<file path="src/rtl/timing_phase_sequencer.sv">
// Machine-cycle phase sequencer: free-run, single-step, clean halt and hold wait states.
// Optional feature: define SEQ_SINGLE_STEP_EN to enable the step input and STEP state.
module timing_phase_sequencer #(
  parameter int unsigned LAST_PHASE = 7
) (
  input  logic       i_clk,
  input  logic       i_reset,
  input  logic       i_run,
  input  logic       i_step,
  input  logic       i_halt_req,
  input  logic       i_hold,
  output logic [2:0] o_phase,
  output logic       o_phase_valid,
  output logic       o_running,
  output logic       o_cycle_done
);

  typedef enum logic [1:0] {
    StIdle    = 2'd0,
    StRun     = 2'd1,
    StHalting = 2'd2
`ifdef SEQ_SINGLE_STEP_EN
    ,
    StStep    = 2'd3
`endif
  } state_e;

  localparam logic [2:0] LastPhase = 3'(LAST_PHASE);

  state_e     r_state;
  state_e     w_state_d;
  logic [2:0] r_phase;
  logic [2:0] w_phase_d;
  logic       r_phase_valid;
  logic       r_running;
  logic       r_cycle_done;
  logic       w_cycle_done_d;
  logic       w_at_last;
  logic       w_stop;
  logic       w_start_step;

`ifdef SEQ_SINGLE_STEP_EN
  assign w_start_step = i_step && !i_halt_req;
`else
  logic w_unused_step;
  assign w_unused_step = i_step;
  assign w_start_step  = 1'b0;
`endif

  assign w_at_last = (r_phase == LastPhase);
  assign w_stop    = !i_run || i_halt_req;

  always_comb begin
    w_state_d      = r_state;
    w_phase_d      = r_phase;
    w_cycle_done_d = 1'b0;
    case (r_state)
      StIdle: begin
        w_phase_d = 3'd0;
        if (i_run && !i_halt_req) begin
          w_state_d = StRun;
        end else if (w_start_step) begin
`ifdef SEQ_SINGLE_STEP_EN
          w_state_d = StStep;
`endif
        end
      end
`ifdef SEQ_SINGLE_STEP_EN
      StRun, StHalting, StStep: begin
`else
      StRun, StHalting: begin
`endif
        // Hold freezes both phase and state; no exit is taken mid-wait.
        if (!i_hold) begin
          w_phase_d      = w_at_last ? 3'd0 : r_phase + 3'd1;
          w_cycle_done_d = w_at_last;
          if (r_state == StRun) begin
            if (w_stop) w_state_d = w_at_last ? StIdle : StHalting;
          end else if (w_at_last) begin
            w_state_d = StIdle;
          end
        end
      end
      default: begin
        w_state_d = StIdle;
        w_phase_d = 3'd0;
      end
    endcase
  end

  always_ff @(posedge i_clk or posedge i_reset) begin
    if (i_reset) begin
      r_state       <= StIdle;
      r_phase       <= 3'd0;
      r_phase_valid <= 1'b0;
      r_running     <= 1'b0;
      r_cycle_done  <= 1'b0;
    end else begin
      r_state       <= w_state_d;
      r_phase       <= w_phase_d;
      r_phase_valid <= (w_state_d != StIdle);
      r_running     <= (w_state_d == StRun);
      r_cycle_done  <= w_cycle_done_d;
    end
  end

  assign o_phase       = r_phase;
  assign o_phase_valid = r_phase_valid;
  assign o_running     = r_running;
  assign o_cycle_done  = r_cycle_done;

endmodule
</file>
<file path="config.mk">
export PLATFORM = sky130hd
export DESIGN_NAME = timing_phase_sequencer
export DESIGN_NICKNAME = d
export VERILOG_FILES = /design/src/rtl/timing_phase_sequencer.sv
export SDC_FILE = /design/constraint.sdc
export NUM_CORES = 1
export LEC_CHECK = 0
export BUFFER_PORTS_ARGS = -buffer_cell sky130_fd_sc_hd__buf_2
export CORE_AREA = 2 2 39 41
export CTS_CLUSTER_SIZE = 8
export DETAILED_ROUTE_END_ITERATION = 10
export DIE_AREA = 0 0 41 43
export PLACE_DENSITY_LB_ADDON = 0.15
export SETUP_SLACK_MARGIN = 0.3
export SYNTH_ARGS = -nofsm -noshare
export SYNTH_HDL_FRONTEND = slang
export SYNTH_SLANG_ARGS = --single-unit
</file>
<file path="constraint.sdc">
create_clock -name i_clk -period 2.5 [get_ports i_clk]
set_input_delay 0.5 -clock i_clk [delete_from_list [all_inputs] [get_ports i_clk]]
set_output_delay 0.5 -clock i_clk [all_outputs]
set_load 0.02 [all_outputs]
</file>
==> run metrics <==
run status completed; drt drc 0; via count 323; Rel. slew slack 80.0%; final slew viol count 0; Max-Cap Viols 0; ANT cells 0; drt pass-1 iters 2; Post-Synthesis Cells 39; post-layout min period 1630 ps; hold-fix buffers at CTS 0; Seq pwr share 37.6%; CTS tree yes; H-tree depth 1; Initial Utilization 32.1%; Mapped Nets 51; sw frac 38.4%; CP endpoint kind register; most common cell after layout, fill and taps aside buf_2; Area after DPL 503 um2; Leak Pwr 0.286 nW; postcts setup bufs 0; Netlist cell types 19; maximum fanout along the worst path 4; Syn Area/Cell 11.4 um2; Root Driver clkbuf_4; die extent in x 41 um; post-DR wirelength/cell 12.4 um; post-route ant nets 0; Worst Max-Slew Pin Slew 300 ps; DRT iter0 DRCs 8; CP Class reg -> reg; GRT Total Usage 12.8%; fillcell total 144; Syn. warnings 0; drt via density 4.82; Fin. Hold Viols 0; IO Count 12; share of cells above drive strength 1 27.5%; gpl congestion 0.642; IO Port Bufs 10; final setup violating endpoints 0; Fin Setup TNS 0 ps; Synth Cell Area 444 um2; CTS Buffer Depth 2; Routed WL 832 um; worst vdd ir 381 uV; PwrDens 1000 nW/um2; clock share of power 18.7%; P_sw 202 uW; register area share after synthesis 45.1%; core area 1380 um2; CP Launch Type register; Worst EP required 2640 ps; Power Total 525 uW; clk sinks 8; clock buffer count from CTS 3; hpwl dp 678 um; Tcrit/Tclk final 65.4%; Hold WC Path Type in -> async; clock-pin slew on the worst setup and hold paths 60 ps; Final Util 38.0%; die height 43 um; final instance area 526 um2; Clock Skew 4.76 ps; Nets 65; combinational power share 43.7%; WP data arrival 1780 ps; Layout Area Growth over Synthesis 18.3%; global-route wire length before repair 1.44 mm; commonest cells after routing, fill and taps aside buf_2, dfrtp_1, ha_1; total gr overflow 0; post-cts sizing count 0; Seq cells post-synth 8; initial antenna violation count 0; RSZ-0062 raised after global routing false; Row Count 14; die area 1760 um2; Int Pwr 324 uW; pin count of the biggest net entering global routing 9; Highest Clock Rate 612 MHz; vias in the first global route 336; Clk Latency, worst-skew pair 250 ps
==> sequential cells by signal (all words and copies together) (netlist names) <==
register / flops
o_running: 1
o_phase_valid: 1
r_state: 2
o_phase: 3
o_cycle_done: 1
==> routing by layer <==
metal	track usage, %	routed length (um)
met1	12.1	305
met2	21.3	466
met3	8.38	60
met4	4.00	0
met5	0	0
==> synthesized netlist by cell type (all sizes together) <==
master / instances / area share, %
nand3b: 1 / 1.7
o22a: 1 / 2.0
nor2b: 4 / 5.6
nand2: 1 / 0.84
nor2: 2 / 1.7
nor3: 1 / 1.1
and3b: 1 / 2.0
ha: 6 / 17
a21oi: 2 / 2.3
mux2i: 2 / 4.5
dfrtp: 8 / 45
o22ai: 1 / 1.4
inv: 3 / 2.5
and2: 1 / 1.4
o21bai: 1 / 1.7
buf: 1 / 2.5
o21ai: 1 / 1.1
and4bb: 1 / 2.8
a211oi: 1 / 2.8
==> per-stage QoR <==
stage / hold WS, ps / cells / setup slack (ps)
2_1_floorplan: 316 / 39 / 880
3_3_place_gp: 449 / 64 / 904
3_5_place_dp: 469 / 64 / 862
4_1_cts: 194 / 67 / 852
5_1_grt: 209 / 67 / 807
6_report: 182 / 67 / 866
==> power by group through the flow <==
stage               logic (mW)  clock network (mW)  registers (mW)
floorplan                0.138                   0           0.229
global placement         0.221                   0           0.197
detailed placement       0.232                   0           0.200
CTS                      0.233               0.102           0.199
global route             0.256               0.108           0.205
finish                   0.230              0.0980           0.198
==> worst max-delay path: stages, from the launching register on <==
cell and delay, ps:
dfrtp_1 410, ha_1 250, ha_1 190, and4bb_1 250
a21oi_1 40, o22a_1 240, and2_1 150
==> cell families after synthesis <==
family,count (synthesis),share of synthesized area [%]
AND/OR/NAND/NOR,12,17.2
flip-flops,8,45.1
AO/OA/AOI/OAI,7,11.3
adder cells (fa/ha/maj),6,16.9
buffers and inverters,4,5.07
multiplexers,2,4.51
==> worst paths after layout <==
path                                        start                endpoint  slack (ps)  cells after the start
min reg2reg                o_phase[1]$_DFFE_PP0P_  o_phase[1]$_DFFE_PP0P_         610                      2
max                        o_phase[0]$_DFFE_PP0P_     o_running$_DFF_PP0_         870                      6
max reg2reg                o_phase[0]$_DFFE_PP0P_     o_running$_DFF_PP0_         870                      6
min in group i_clk         o_phase[1]$_DFFE_PP0P_  o_phase[1]$_DFFE_PP0P_         610                      2
max in group asynchronous                 i_reset  o_phase[2]$_DFFE_PP0P_        2090                      2
min                                       i_reset    r_state[0]$_DFF_PP0_         180                      2
==> area by class of cell <==
class	count	area (um2)	share of cell area, %
Multi-Input combinational cell	27	221	42.1
Sequential cell	8	200	38.1
Timing Repair Buffer	10	50.0	9.52
Clock buffer	3	22.5	4.29
Tap cell	16	20.0	3.81
Inverter	3	11.3	2.14
Power figures use the tool's default switching activity.
